$ cat config.mk
export PLATFORM = sky130hd
export DESIGN_NAME = axis_frame_slicer_flat
export DESIGN_NICKNAME = d
export VERILOG_FILES = /design/src/rtl/lpc_enc_pkg.sv /design/src/rtl/axis_frame_slicer_if.sv /design/src/rtl/axis_sync_fifo.sv /design/src/rtl/axis_frame_slicer.sv /design/src/flat_wrapper.sv
export SDC_FILE = /design/constraint.sdc
export NUM_CORES = 1
export LEC_CHECK = 0
export ABC_AREA = 1
export CAP_MARGIN = 20
export CORE_ASPECT_RATIO = 2
export CORE_UTILIZATION = 48
export CTS_BUF_LIST = sky130_fd_sc_hd__clkbuf_2
export CTS_CLUSTER_DIAMETER = 120
export CTS_CLUSTER_SIZE = 8
export DETAILED_ROUTE_END_ITERATION = 8
export PLACE_DENSITY = 0.69
export SETUP_SLACK_MARGIN = 0.3
export SLEW_MARGIN = 10
export SYNTH_ARGS = -nofsm -noshare
export SYNTH_HDL_FRONTEND = slang
export SYNTH_SLANG_ARGS = --single-unit
$ cat constraint.sdc
create_clock -name ACLK -period 3.1 [get_ports ACLK]
set_clock_uncertainty 0.2 [all_clocks]
set_input_delay 0.62 -clock ACLK [delete_from_list [all_inputs] [get_ports ACLK]]
set_output_delay 0.62 -clock ACLK [all_outputs]
set_load 0.02 [all_outputs]
$ cat src/rtl/lpc_enc_pkg.sv
// Shared definitions for the LPC encoder front end.
//   DATA_W_DEF / FRAME_LEN_DEF : default sample width and frame length
//   LAST_BIT / USER_BIT        : FIFO entry flag offsets above the data field,
//                                entry layout is {user, last, data}
//   fsm_state_t                : frame slicer FSM states
package lpc_enc_pkg;

    localparam int DATA_W_DEF    = 16;
    localparam int FRAME_LEN_DEF = 4;

    localparam int LAST_BIT = 0;
    localparam int USER_BIT = 1;

    typedef enum logic {
        PASS = 1'b0,
        PAD  = 1'b1
    } fsm_state_t;

endpackage

$ cat src/rtl/axis_frame_slicer_if.sv
// Sample-side bus of the frame slicer: AXI-Stream input beats plus the framed
// sample output toward the encoder core.
//   slave  : view of the slicer (accepts T* beats, drives the framed output)
//   master : view of the source/sink environment
interface axis_frame_slicer_if
    import lpc_enc_pkg::*;
#(
    parameter int DATA_W     = DATA_W_DEF,
    parameter int FIFO_DEPTH = 8
);
    localparam int LEVEL_W = $clog2(FIFO_DEPTH + 1);

    logic               TVALID;
    logic               TREADY;
    logic [DATA_W-1:0]  TDATA;
    logic               TLAST;
    logic               TUSER;
    logic               READY;
    logic               VALID;
    logic [DATA_W-1:0]  SAMPLE;
    logic               LAST;
    logic               SAMPLE_LAST;
    logic               USER_OUT;
    logic [LEVEL_W-1:0] LEVEL;

    modport slave (
        input  TVALID, TDATA, TLAST, TUSER, READY,
        output TREADY, VALID, SAMPLE, LAST, SAMPLE_LAST, USER_OUT, LEVEL
    );

    modport master (
        output TVALID, TDATA, TLAST, TUSER, READY,
        input  TREADY, VALID, SAMPLE, LAST, SAMPLE_LAST, USER_OUT, LEVEL
    );

endinterface

$ cat src/rtl/axis_sync_fifo.sv
// Synchronous FIFO with a registered occupancy count and a read port that
// shows the head entry combinationally (first-word fall-through).
//   ACLK, ARESET_N : clock, async active-low reset
//   push, wdata    : write request and entry (ignored when full)
//   pop, rdata     : read request (ignored when empty) and head entry
//   full, empty    : occupancy flags
//   level          : number of stored entries
module axis_sync_fifo #(
    parameter int WIDTH = 18,
    parameter int DEPTH = 8
) (
    input  logic                       ACLK,
    input  logic                       ARESET_N,
    input  logic                       push,
    input  logic [WIDTH-1:0]           wdata,
    input  logic                       pop,
    output logic [WIDTH-1:0]           rdata,
    output logic                       full,
    output logic                       empty,
    output logic [$clog2(DEPTH+1)-1:0] level
);
    localparam int AW = $clog2(DEPTH);
    localparam int LW = $clog2(DEPTH + 1);

    logic [WIDTH-1:0] mem [DEPTH];
    logic [AW-1:0]    wr_ptr;
    logic [AW-1:0]    rd_ptr;
    logic [LW-1:0]    count;
    logic             do_push;
    logic             do_pop;

    assign full    = (count == LW'(DEPTH));
    assign empty   = (count == '0);
    assign do_push = push && !full;
    assign do_pop  = pop && !empty;

    // DEPTH is a power of two, so the pointers wrap by natural overflow.
    always_ff @(posedge ACLK or negedge ARESET_N) begin
        if (!ARESET_N) begin
            wr_ptr <= '0;
            rd_ptr <= '0;
            count  <= '0;
        end else begin
            if (do_push) wr_ptr <= wr_ptr + 1'b1;
            if (do_pop)  rd_ptr <= rd_ptr + 1'b1;
            case ({do_push, do_pop})
                2'b10:   count <= count + 1'b1;
                2'b01:   count <= count - 1'b1;
                default: count <= count;
            endcase
        end
    end

    always_ff @(posedge ACLK) begin
        if (do_push) mem[wr_ptr] <= wdata;
    end

    assign rdata = mem[rd_ptr];
    assign level = count;

endmodule

$ cat src/rtl/axis_frame_slicer.sv
// Slices an AXI-Stream sample stream into FRAME_LEN-sample analysis frames.
//   ACLK, ARESET_N : clock, async active-low reset
//   bus (slave)    : T* input beats with TREADY; READY/VALID/SAMPLE/LAST
//                    output beats, SAMPLE_LAST (beat carried TLAST),
//                    USER_OUT (resync pulse), LEVEL (FIFO occupancy)
//
// state | meaning
// PASS  | pop FIFO entries: data beats are emitted, markers restart the frame
// PAD   | emit zero samples until the current frame is complete
module axis_frame_slicer
    import lpc_enc_pkg::*;
#(
    parameter int DATA_W     = DATA_W_DEF,
    parameter int FRAME_LEN  = FRAME_LEN_DEF,
    parameter int FIFO_DEPTH = 8,
    parameter bit PAD_SHORT  = 1'b1
) (
    input  logic               ACLK,
    input  logic               ARESET_N,
    axis_frame_slicer_if.slave bus
);
    localparam int EW = DATA_W + 2;
    localparam int FW = $clog2(FRAME_LEN);
    localparam int LW = $clog2(FIFO_DEPTH + 1);
    localparam logic [FW-1:0] FCNT_MAX = FW'(FRAME_LEN - 1);

    logic              rst_done;
    fsm_state_t        state, state_n;
    logic [FW-1:0]     fcnt, fcnt_n;
    logic [EW-1:0]     fifo_wdata, fifo_rdata;
    logic              fifo_full, fifo_empty;
    logic [LW-1:0]     fifo_level;
    logic              push, pop, load, load_ok, out_hs;
    logic [DATA_W-1:0] ld_sample, head_data;
    logic              ld_last, ld_slast, head_last, head_user;
    logic              out_valid, out_last, out_slast, user_q, user_n;
    logic [DATA_W-1:0] out_sample;

    always_ff @(posedge ACLK or negedge ARESET_N) begin
        if (!ARESET_N) rst_done <= 1'b0;
        else           rst_done <= 1'b1;
    end

    // !fifo_full is LEVEL < FIFO_DEPTH taken from the registered count.
    assign bus.TREADY = rst_done && !fifo_full;
    assign push       = bus.TVALID && bus.TREADY;

    // Marker beats carry no sample: data and TLAST are stored as zero.
    always_comb begin
        fifo_wdata = '0;
        if (bus.TUSER) begin
            fifo_wdata[DATA_W+USER_BIT] = 1'b1;
        end else begin
            fifo_wdata[DATA_W-1:0]      = bus.TDATA;
            fifo_wdata[DATA_W+LAST_BIT] = bus.TLAST;
        end
    end

    axis_sync_fifo #(.WIDTH(EW), .DEPTH(FIFO_DEPTH)) u_fifo (
        .ACLK     (ACLK),
        .ARESET_N (ARESET_N),
        .push     (push),
        .wdata    (fifo_wdata),
        .pop      (pop),
        .rdata    (fifo_rdata),
        .full     (fifo_full),
        .empty    (fifo_empty),
        .level    (fifo_level)
    );

    assign head_data = fifo_rdata[DATA_W-1:0];
    assign head_last = fifo_rdata[DATA_W+LAST_BIT];
    assign head_user = fifo_rdata[DATA_W+USER_BIT];

    assign out_hs  = out_valid && bus.READY;
    assign load_ok = !out_valid || bus.READY;

    // fcnt is the frame position of the next beat to enter the output
    // register, so LAST can be decided at load time.
    always_comb begin
        state_n   = state;
        fcnt_n    = fcnt;
        pop       = 1'b0;
        load      = 1'b0;
        ld_sample = '0;
        ld_last   = 1'b0;
        ld_slast  = 1'b0;
        user_n    = 1'b0;
        case (state)
            PASS: begin
                if (!fifo_empty && load_ok) begin
                    pop = 1'b1;
                    if (head_user) begin
                        user_n = 1'b1;
                        fcnt_n = '0;
                    end else begin
                        load      = 1'b1;
                        ld_sample = head_data;
                        ld_slast  = head_last;
                        if (fcnt == FCNT_MAX) begin
                            ld_last = 1'b1;
                            fcnt_n  = '0;
                        end else if (head_last) begin
                            if (PAD_SHORT) begin
                                fcnt_n  = fcnt + 1'b1;
                                state_n = PAD;
                            end else begin
                                ld_last = 1'b1;
                                fcnt_n  = '0;
                            end
                        end else begin
                            fcnt_n = fcnt + 1'b1;
                        end
                    end
                end
            end
            PAD: begin
                if (load_ok) begin
                    load = 1'b1;
                    if (fcnt == FCNT_MAX) begin
                        ld_last = 1'b1;
                        fcnt_n  = '0;
                        state_n = PASS;
                    end else begin
                        fcnt_n = fcnt + 1'b1;
                    end
                end
            end
        endcase
    end

    always_ff @(posedge ACLK or negedge ARESET_N) begin
        if (!ARESET_N) begin
            state  <= PASS;
            fcnt   <= '0;
            user_q <= 1'b0;
        end else begin
            state  <= state_n;
            fcnt   <= fcnt_n;
            user_q <= user_n;
        end
    end

    always_ff @(posedge ACLK or negedge ARESET_N) begin
        if (!ARESET_N) begin
            out_valid  <= 1'b0;
            out_sample <= '0;
            out_last   <= 1'b0;
            out_slast  <= 1'b0;
        end else if (load) begin
            out_valid  <= 1'b1;
            out_sample <= ld_sample;
            out_last   <= ld_last;
            out_slast  <= ld_slast;
        end else if (out_hs) begin
            out_valid  <= 1'b0;
        end
    end

    assign bus.VALID       = out_valid;
    assign bus.SAMPLE      = out_sample;
    assign bus.LAST        = out_last;
    assign bus.SAMPLE_LAST = out_slast;
    assign bus.USER_OUT    = user_q;
    assign bus.LEVEL       = fifo_level;

endmodule

$ cat src/flat_wrapper.sv
// flat-port wrapper written by rule: the top's interface ports become plain ports
module axis_frame_slicer_flat import lpc_enc_pkg::*;
#(
    parameter int DATA_W     = DATA_W_DEF,
    parameter int FRAME_LEN  = FRAME_LEN_DEF,
    parameter int FIFO_DEPTH = 8,
    parameter bit PAD_SHORT  = 1'b1
)
  (ACLK, ARESET_N, bus_TVALID, bus_TDATA, bus_TLAST, bus_TUSER, bus_READY, bus_TREADY, bus_VALID, bus_SAMPLE, bus_LAST, bus_SAMPLE_LAST, bus_USER_OUT, bus_LEVEL);
  axis_frame_slicer_if #(.DATA_W(DATA_W), .FIFO_DEPTH(FIFO_DEPTH)) bus_i ();
  input  logic ACLK;
  input  logic ARESET_N;
  input wire logic [$bits(bus_i.TVALID)-1:0] bus_TVALID;
  input wire logic [$bits(bus_i.TDATA)-1:0] bus_TDATA;
  input wire logic [$bits(bus_i.TLAST)-1:0] bus_TLAST;
  input wire logic [$bits(bus_i.TUSER)-1:0] bus_TUSER;
  input wire logic [$bits(bus_i.READY)-1:0] bus_READY;
  output wire logic [$bits(bus_i.TREADY)-1:0] bus_TREADY;
  output wire logic [$bits(bus_i.VALID)-1:0] bus_VALID;
  output wire logic [$bits(bus_i.SAMPLE)-1:0] bus_SAMPLE;
  output wire logic [$bits(bus_i.LAST)-1:0] bus_LAST;
  output wire logic [$bits(bus_i.SAMPLE_LAST)-1:0] bus_SAMPLE_LAST;
  output wire logic [$bits(bus_i.USER_OUT)-1:0] bus_USER_OUT;
  output wire logic [$bits(bus_i.LEVEL)-1:0] bus_LEVEL;
  assign bus_i.TVALID = bus_TVALID;
  assign bus_i.TDATA = bus_TDATA;
  assign bus_i.TLAST = bus_TLAST;
  assign bus_i.TUSER = bus_TUSER;
  assign bus_i.READY = bus_READY;
  assign bus_TREADY = bus_i.TREADY;
  assign bus_VALID = bus_i.VALID;
  assign bus_SAMPLE = bus_i.SAMPLE;
  assign bus_LAST = bus_i.LAST;
  assign bus_SAMPLE_LAST = bus_i.SAMPLE_LAST;
  assign bus_USER_OUT = bus_i.USER_OUT;
  assign bus_LEVEL = bus_i.LEVEL;
  axis_frame_slicer #(.DATA_W(DATA_W), .FRAME_LEN(FRAME_LEN), .FIFO_DEPTH(FIFO_DEPTH), .PAD_SHORT(PAD_SHORT)) u_core (.ACLK(ACLK), .ARESET_N(ARESET_N), .bus(bus_i));
endmodule
# Word-level counts from Yosys, hierarchy flattened
# Memories as Yosys holds them, arrays and structs flattened.
# Index checks and enable logic that the tools add are counted.
totals:
  mem_count: 1
  ff_bits: 34
  ramBits: 144
  input_bits: 22
  out_inout_bits: 25
op_classes:
  addsub: 5
  n_bitwise: 1
  mux: 39
  eq_ne: 6
  reduce_logical: 14
mem_list:
  columns: ["name", "depth", "width", "read_ports", "rd_ports_with_merged_regs", "wr", "line", "rtl"]
  rows:
  - ["u_core.u_fifo.mem", 8, 18, 1, 0, 1, "axis_sync_fifo.sv:25", "logic [WIDTH-1:0] mem [DEPTH];"]
op_table:
  columns: ["op", "n"]
  rows:
  - ["$mux W16", 3]
  - ["$mux W1", 26]
  - ["$mux W17", 1]
  - ["$mux W2", 4]
  - ["$pmux W4 S2", 1]
  - ["$add A3 B1 Y3 const B", 2]
  - ["$logic_and A1 B1 Y1", 6]
  - ["$pmux W1 S2", 3]
  - ["$add A4 B1 Y4 const B", 1]
  - ["$eq A2 B2 Y1 const B", 2]
  - ["$eq A4 B4 Y1 const B", 1]
  - ["$logic_not A4 Y1", 1]
  - ["$pmux W2 S2", 1]
  - ["$reduce_bool A2 Y1", 2]
  - ["$sub A4 B1 Y4 const B", 1]
  - ["$logic_not A1 Y1", 3]
  - ["$add A2 B1 Y2 const B", 1]
  - ["$eq A2 B1 Y1 const B", 1]
  - ["$ne A2 B1 Y1 const B", 1]
  - ["$ne A2 B2 Y1 const B", 1]
  - ["$reduce_and A2 Y1", 1]
  - ["$logic_or A1 B1 Y1", 1]
  - ["$not A1 Y1", 1]

# Longest topological paths before layout
logic_depth:
  ltp_word: 8
  mapped_depth: 14
  ltp_nobuf: 13

# Hierarchy
# A second synthesis with hierarchy kept.
hier_totals:
  hier_cells: 858
  hier_area_um2: 8104.0
by_module_without_submodules:
  columns: ["module", "cells_each", "n_inst", "seq_area_each_um2", "area_each_um2"]
  rows:
  - ["axis_sync_fifo", 702, 1, 4574.4, 6849.1]
  - ["axis_frame_slicer", 156, 1, 600.6, 1255.0]

# Worst setup path after synthesis
# Ideal clock, no wire load.
synth_timing:
  path_type: "flip-flop to flip-flop"
  start: "register u_core.u_fifo.count[2], in the netlist u_core.u_fifo.level[2]"
  end: "memory u_core.u_fifo.mem[4][0], enable pin"
  arrival_time_ns: 2.347
  required_time_ns: 2.508
  path_slack_ns: 0.160
  setup_ns: 0.392
  stages_incl_launch_ff: 6
  path_cell_list: "dfrtp_1 > inv_1 > a31oi_1 > nand2_1 > or2_4 > nor2_1"
synth_between:
  elab_chain_len: 7
synth_rtl:
  columns: ["item", "line", "rtl"]
  rows:
  - ["from (decl)", "axis_sync_fifo.sv:28", "logic [LW-1:0] count;"]
  - ["from (signal assigned)", "axis_sync_fifo.sv:47", "2'b10: count <= count + 1'b1;"]
  - ["from (signal assigned)", "axis_sync_fifo.sv:48", "2'b01: count <= count - 1'b1;"]
  - ["from (signal assigned)", "axis_sync_fifo.sv:49", "default: count <= count;"]
  - ["$eq A4 B4 Y1", "axis_sync_fifo.sv:32", "assign full = (count == LW'(DEPTH));"]
  - ["$logic_not A1 Y1", "axis_frame_slicer.sv:45", "assign bus.TREADY = rst_done && !fifo_full;"]
  - ["$logic_and A1 B1 Y1", "axis_frame_slicer.sv:45", null]
  - ["via bus_TREADY", "flat_wrapper.sv:18", "output wire logic [$bits(bus_i.TREADY)-1:0] bus_TREADY;"]
  - ["$logic_and A1 B1 Y1", "axis_frame_slicer.sv:46", "assign push = bus.TVALID && bus.TREADY;"]
  - ["$logic_and A1 B1 Y1", "axis_sync_fifo.sv:34", "assign do_push = push && !full;"]
  - ["$mux W1", "axis_sync_fifo.sv:55", "if (do_push) mem[wr_ptr] <= wdata;"]
  - ["$mux W1 (not written as such)", "axis_sync_fifo.sv:55", null]
  - ["to (decl)", "axis_sync_fifo.sv:25", null]
# The timed path passes the listed nets, and every way through them passes these cells.

# Worst setup path in the final report
layout_timing:
  start: "register u_core.u_fifo.count[3], in the netlist u_core.u_fifo.level[3]"
  end: "output port bus_LEVEL[3]"
layout_rtl:
  columns: ["item", "line", "rtl"]
  rows:
  - ["to (decl)", "flat_wrapper.sv:24", "output wire logic [$bits(bus_i.LEVEL)-1:0] bus_LEVEL;"]
# No word-level cell between the ends.

==> reports/qor.yml <==
place.detailed.instances: 907
clk_path_buf_depth: 2
setup_total_negative_slack_ns: 0
hold_path_depth: 2
ys_seq_elements: 178
antenna_violations_before_repair: 1
clock_sinks: 178
die-width_um: 90.1
critical_path.slowest_cell: "sky130_fd_sc_hd__clkdlybuf4s50_1"
report.final.setup_viol: 0
post-route-period-util_pct: 84.9
rr_startpoint: "u_core.u_fifo.level[0]$_DFFE_PN0P_"
p_leak_nw: 3.29
grt_start_max_net_pins: 49
cts_h_tree_depth: 4
crit_path_cell_trace: "clkdlybuf4s50_1"
dr.pass1.iters: 5
net-switching-power_mw: 2.76
timing.critical_path.max_delay_family: "buffers and inverters"
ys_seq_area_share_pct: 69.5
dr.first_iter.drc_count: 351
initial_utilization_pct: 49.0
unrepaired_setup_endpoints_after_global_routing: "true"
routed-via-count: 4936
avgRoutedWirePerCell_um: 16.2
final_power_mw: 6.78
cts_tree: "done"
capturing_element_type_of_the_critical_path: "output port"
gp_congestion: 0.768
synth_nets: 708
worst_slew_pin_slew_ns: 0.569
period_needed_ns: 2.63
placement_rows: 64
dpl.hpwl_um: 9500
run_status: "complete, no violations"
crit_path_start_kind: "register"
crit_path_max_incr_delay_ns: 0.64
total_congestion_overflow: 0
hp-class: "reg2reg"
grtUsageTotal_pct: 19.9
grt_pass1_vias: 4851
relSlewSlack_pct: 62.1
cap_violations: 0
core_area_mm2: 0.0152
routed_wirelength_um: 15300
internal_power_mw: 4.02
io_pins: 47
die_area_mm2: 0.0161
final-hold-violation-count: 0
grt_pass1_wl_um: 23800
post-route-drc-count: 0
dpl_worst_slack_ns: 0.264
timing.critical_path.fanout_max: 4
fp.dieH_um: 178
post_synth.cell_area_avg_um2: 11.0
synthToLayoutAreaGrowth_pct: 11.4
hold_ws_ns: 0.338
layout_cells_excl_fill: 943
reg_power_share_pct: 45.7
power.density_mw_per_mm2: 817
via_density_per_instance: 5.23
power_frac_comb_pct: 40.9
post-route-worst-setup-slack_ns: 0.469
worstHoldStart: "u_core.fcnt[1]$_DFFE_PN0P_"
r2r_cells: 11
critical_path_depth: 1
power.switching_fraction_pct: 40.7
synth-warning-count: 0
design.final.nets: 760
ff2ff_setup_slack_ns: 0.77
worst-setup-path-type: "reg2out"
worst-endpoint-arrival_ns: 1.81
clock_latency_ns: 0.72
detail-route-antenna-nets: 0
worst_setup_hold_path_clk_slew_ns: 0.23
timing.critical_path.required_ns: 2.28
number_of_buffer_cells_added_on_primary_ports: 46
layout-drive-gt1-share_pct: 8.60
cts.root.buffer_cell: "sky130_fd_sc_hd__clkbuf_2"
post_synth_inst_count: 680
power.ir.vdd_worst_mv: 0.297
slew_violations: 0
fmax_achieved_ghz: 0.380
startpoint: "u_core.u_fifo.level[3]$_DFFE_PN0P_"
synth.cell_area_mm2: 0.00745
synth.lib_cells_used.distinct: 27
crit_buf_inv: 1
clock_group_share_of_total_power_pct: 13.4
number_of_cts_inserted_buffers: 17
==> cell usage after synthesis <==
cell type | number | area share, %
sky130_fd_sc_hd__nand2_1 | 119 | 6.0
sky130_fd_sc_hd__o21ai_0 | 59 | 4.0
sky130_fd_sc_hd__edfxtp_1 | 144 | 58
sky130_fd_sc_hd__ha_1 | 6 | 1.0
sky130_fd_sc_hd__nand2_2 | 1 | 0.084
sky130_fd_sc_hd__inv_2 | 3 | 0.15
sky130_fd_sc_hd__nand4_1 | 1 | 0.084
sky130_fd_sc_hd__nand2_4 | 1 | 0.15
sky130_fd_sc_hd__o21ai_1 | 41 | 2.8
sky130_fd_sc_hd__nor2_1 | 128 | 6.4
sky130_fd_sc_hd__conb_1 | 1 | 0.050
sky130_fd_sc_hd__buf_2 | 15 | 1.0
sky130_fd_sc_hd__nand3_2 | 2 | 0.27
sky130_fd_sc_hd__nand3_1 | 49 | 3.3
sky130_fd_sc_hd__dfrtp_1 | 34 | 11
sky130_fd_sc_hd__buf_6 | 6 | 0.91
sky130_fd_sc_hd__xnor2_1 | 3 | 0.35
sky130_fd_sc_hd__clkbuf_2 | 2 | 0.13
sky130_fd_sc_hd__a21oi_1 | 2 | 0.13
sky130_fd_sc_hd__buf_1 | 1 | 0.050
sky130_fd_sc_hd__buf_4 | 3 | 0.30
sky130_fd_sc_hd__clkbuf_1 | 7 | 0.35
sky130_fd_sc_hd__or2_4 | 1 | 0.12
sky130_fd_sc_hd__inv_1 | 45 | 2.3
sky130_fd_sc_hd__xor2_1 | 4 | 0.47
sky130_fd_sc_hd__inv_6 | 1 | 0.12
sky130_fd_sc_hd__a31oi_1 | 1 | 0.084
==> cells by family after synthesis <==
kind of cell / synth area share, %
other: 0.0503
buffers and inverters: 5.29
DFF: 69.5
adders and majority gates: 1.01
xor gates and xnor gates: 0.823
and+or+nand+nor: 16.4
AOI/OAI and AO/OA: 6.94
==> worst reg2reg max path, cell delays in order, from the launching register on <==
cell and delay (ns):
sky130_fd_sc_hd__dfrtp_2 0.49, sky130_fd_sc_hd__nor2_2 0.15, sky130_fd_sc_hd__nand3_1 0.13, sky130_fd_sc_hd__nand2_1 0.18, sky130_fd_sc_hd__inv_2 0.07, sky130_fd_sc_hd__ha_1 0.22, sky130_fd_sc_hd__xor2_1 0.21, sky130_fd_sc_hd__nand2_1 0.11
sky130_fd_sc_hd__o21ai_0 0.28, sky130_fd_sc_hd__nand3_1 0.11, sky130_fd_sc_hd__nand2_1 0.08, sky130_fd_sc_hd__nand2_1 0.04
==> path summary, 6_finish.rpt <==
check	to
worst max-delay path	bus_LEVEL[3]
worst min-delay path	u_core.fcnt[1]$_DFFE_PN0P_
worst max register to register	u_core.u_fifo.level[3]$_DFFE_PN0P_
worst min register to register	u_core.fcnt[1]$_DFFE_PN0P_
max in group asynchronous	u_core.bus.SAMPLE[4]$_DFFE_PN0P_
min in group asynchronous	u_core.u_fifo.wr_ptr[1]$_DFFE_PN0P_
==> layer usage <==
layer,track usage (%),up-vias,wire length (um)
li1,-,2387,-
met1,20.9,2362,5730
met2,36.9,155,8480
met3,4.35,32,736
met4,9.88,0,360
met5,0,-,0
==> final cells by class <==
cell class,instances,area [um2]
fillers,1302,6920
flip-flops and latches,178,5180
multi-input cells,419,1890
repair buffers,67,622
well taps,198,248
inverters,49,189
clock buffers,18,90.1
clock inverters,13,72.6
diodes,1,2.50
==> sequential cells by signal (all words and copies together), names as in the netlist <==
register	flops
u_core.bus.LAST	1
u_core.bus.SAMPLE	16
u_core.bus.SAMPLE_LAST	1
u_core.bus.USER_OUT	1
u_core.bus.VALID	1
u_core.fcnt	2
u_core.rst_done	1
u_core.state	1
u_core.u_fifo.level	4
u_core.u_fifo.mem	144
u_core.u_fifo.rd_ptr	3
u_core.u_fifo.wr_ptr	3
==> metrics by stage <==
step / cell area [um2] / util (%)
2_1_floorplan: 7460 / -
3_3_place_gp: 8090 / 53.2
3_5_place_dp: 8090 / 53.2
4_1_cts: 8270 / 54.4
5_1_grt: 8300 / 54.5
6_report: 8300 / 54.5
==> cell usage in the layout (no fill, tap or decap), types with 2 or more instances in the layout <==
cell type,count
sky130_fd_sc_hd__clkinv_2,4
sky130_fd_sc_hd__edfxtp_1,144
sky130_fd_sc_hd__ha_1,6
sky130_fd_sc_hd__buf_4,20
sky130_fd_sc_hd__clkbuf_2,18
sky130_fd_sc_hd__o21ai_1,41
sky130_fd_sc_hd__clkinv_1,4
sky130_fd_sc_hd__inv_1,45
sky130_fd_sc_hd__clkdlybuf4s50_1,44
sky130_fd_sc_hd__dfrtp_2,3
sky130_fd_sc_hd__nand3_1,49
sky130_fd_sc_hd__xor2_1,4
sky130_fd_sc_hd__clkinvlp_4,5
sky130_fd_sc_hd__nor2_1,123
sky130_fd_sc_hd__xnor2_1,3
sky130_fd_sc_hd__nand2_1,119
sky130_fd_sc_hd__a21oi_1,2
sky130_fd_sc_hd__inv_2,3
sky130_fd_sc_hd__dfrtp_1,31
sky130_fd_sc_hd__o21ai_0,59
sky130_fd_sc_hd__nor2_2,5
sky130_fd_sc_hd__nand3_2,2
==> timing repair <==
action / 4_1_cts / 5_1_grt
hold buffers: 1 / 0
setup buffers: 1 / 2
endpoints found under the setup margin: 1 / 3
pin swaps: 0 / 0
endpoints found under the hold margin: 19 / 0
gates resized for setup: 2 / 3
==> power groups by stage <==
stage                     registers [mW]  logic, mW  clock network [mW]
after floorplan                     3.18       1.97                   0
after global placement              3.15       2.63                   0
after global routing                3.13       3.11                1.02
final                               3.10       2.77               0.908
after CTS                           3.10       2.76               0.940
after detailed placement            3.16       2.73                   0
Note: power is estimated with default switching activity, not from simulation.
==> RTL edit (same settings) <==
Make the reset (`ARESET_N`) synchronous in 4 clocked blocks. Comments in the files are not updated.
--- a/src/rtl/axis_sync_fifo.sv
+++ b/src/rtl/axis_sync_fifo.sv
@@ -36,5 +36,5 @@
 
     // DEPTH is a power of two, so the pointers wrap by natural overflow.
-    always_ff @(posedge ACLK or negedge ARESET_N) begin
+    always_ff @(posedge ACLK) begin
         if (!ARESET_N) begin
             wr_ptr <= '0;
--- a/src/rtl/axis_frame_slicer.sv
+++ b/src/rtl/axis_frame_slicer.sv
@@ -37,5 +37,5 @@
     logic [DATA_W-1:0] out_sample;
 
-    always_ff @(posedge ACLK or negedge ARESET_N) begin
+    always_ff @(posedge ACLK) begin
         if (!ARESET_N) rst_done <= 1'b0;
         else           rst_done <= 1'b1;
@@ -130,5 +130,5 @@
     end
 
-    always_ff @(posedge ACLK or negedge ARESET_N) begin
+    always_ff @(posedge ACLK) begin
         if (!ARESET_N) begin
             state  <= PASS;
@@ -142,5 +142,5 @@
     end
 
-    always_ff @(posedge ACLK or negedge ARESET_N) begin
+    always_ff @(posedge ACLK) begin
         if (!ARESET_N) begin
             out_valid  <= 1'b0;
Formal check against the unedited RTL: differs if ARESET_N is asserted again (counterexample within 4 cycles, from zero or initial values and one cycle with ARESET_N low); with ARESET_N held inactive, the same outputs for 4 cycles.
==> RTL edit against the unedited design <==
  * Via count is 5.5% higher
  * Synthesized area is 1.5% higher
  * Routed wire length is 4.0% higher
  * Register-to-register slack worse by 30 ps
  * Hold slack worse by 52 ps
  * Setup slack worse by 14 ps
  * Final area is 2.0% higher
  * Sequential cell count is 3 higher
  * Total power is 2.9% lower
==> RTL edit: results (changes against the unedited design) <==
| Metric | Value |
|---|---|
| GRT Util Overall | `0.207 (was 0.199)` |
| Bufs w/o clock | `64 (was 67)` |
| Nets | `829 (was 760)` |
| Syn nets | `782 (was 708)` |
| Internal power | `4.11 mW (was 4.02 mW)` |
| Layout fillers | `1,331 (was 1,302)` |
| First-pass GRT wire length | `25,700 um (was 23,800 um)` |
| Via-to-Cell Ratio | `5.14 (was 5.23)` |
| Multi-input logic area | `2120 sq um (was 1890 sq um)` |
| Met2 routed wirelength | `8600 um (was 8480 um)` |
| #MultiIn Comb | `491 (was 419)` |
| Clk tree area frac | `0.0294 (was 0.0196)` |
| Seq/total area | `0.599 (was 0.624)` |
| Drt wl/cell | `15.7 um (was 16.2 um)` |
| Register area | `5070 sq um (was 5180 sq um)` |
| Setup bufs post-CTS | `0 (was 1)` |
| P_clk | `1.23 mW (was 0.908 mW)` |
| CP max FO | `3 (was 4)` |
| Gate power share | `0.360 (was 0.409)` |
| Lkg Pwr | `3.41 nW (was 3.29 nW)` |
| Met2 usage | `0.368 (was 0.369)` |
| Share of layout cells above drive strength 1 | `0.0799 (was 0.0860)` |
| Sequential share of the synthesized area | `0.670 (was 0.695)` |
| Grt met3 use | `0.0444 (was 0.0435)` |
| Clk_lat worst skew | `760 ps (was 720 ps)` |
| WP data arrival | `1830 ps (was 1810 ps)` |
| Non-Clock Inverter Count | `46 (was 49)` |
| Cells after synthesis | `754 (was 680)` |
| Gpl congestion | `0.779 (was 0.768)` |
| Outcome | `finished, final reports clean (unchanged)` |
| Die Footprint | `16,300 sq um (was 16,100 sq um)` |
| Vias in the first global route | `5,155 (was 4,851)` |
| DP Worst Slack | `173 ps (was 264 ps)` |
| Synth cell types | `25 (was 27)` |
| Iter 0 DRT Violations | `370 (was 351)` |
| Largest cells by area after synthesis | `edfxtp_1 57%, nand2_1 15%, dfxtp_1 9.8%, nand3_1 3.0%, nor2_1 2.8% (was edfxtp_1 58%, dfrtp_1 11%, nor2_1 6.4%, nand2_1 6.0%, o21ai_0 4.0%)` |
| Hold Crit Class | `in -> reg (was reg -> reg)` |
| Placed inst area | `8190 sq um (was 8090 sq um)` |
| Pwr dens | `778 nW/um^2 (was 817 nW/um^2)` |
-- RTL edit: cell count changes after synthesis, moves of 4 or more --
cell / change
dfrtp_1: -34
o21ai_0: -32
nand2_1: +179
dfxtp_1: +37
nor2_1: -71
nand3_1: -4
a21oi_1: +25
o21ai_1: -25
-- RTL edit: kinds of logic after synthesis --
logic type,after synthesis,share of synthesized area
compound gates,71,0.0472
xor+xnor,5,0.00579
fa+ha+maj,6,0.00993
buf+inv,82,0.0526
flops,181,0.670
simple gates,409,0.215
-- RTL edit: path summary, 6_finish.rpt --
| path | start | endpoint | depth (start not counted) | slack, ps |
|---|---|---|---|---|
| hold / removal | ARESET_N | u_core.rst_done | 2 | 290 |
| hold reg to reg | u_core.u_fifo.rd_ptr[2] | register | 2 | 290 |
| setup / recovery | u_core.u_fifo.level[3] | bus_LEVEL[3] | 1 | 450 |
| setup reg to reg | register | u_core.bus.SAMPLE[7] | 8 | 740 |
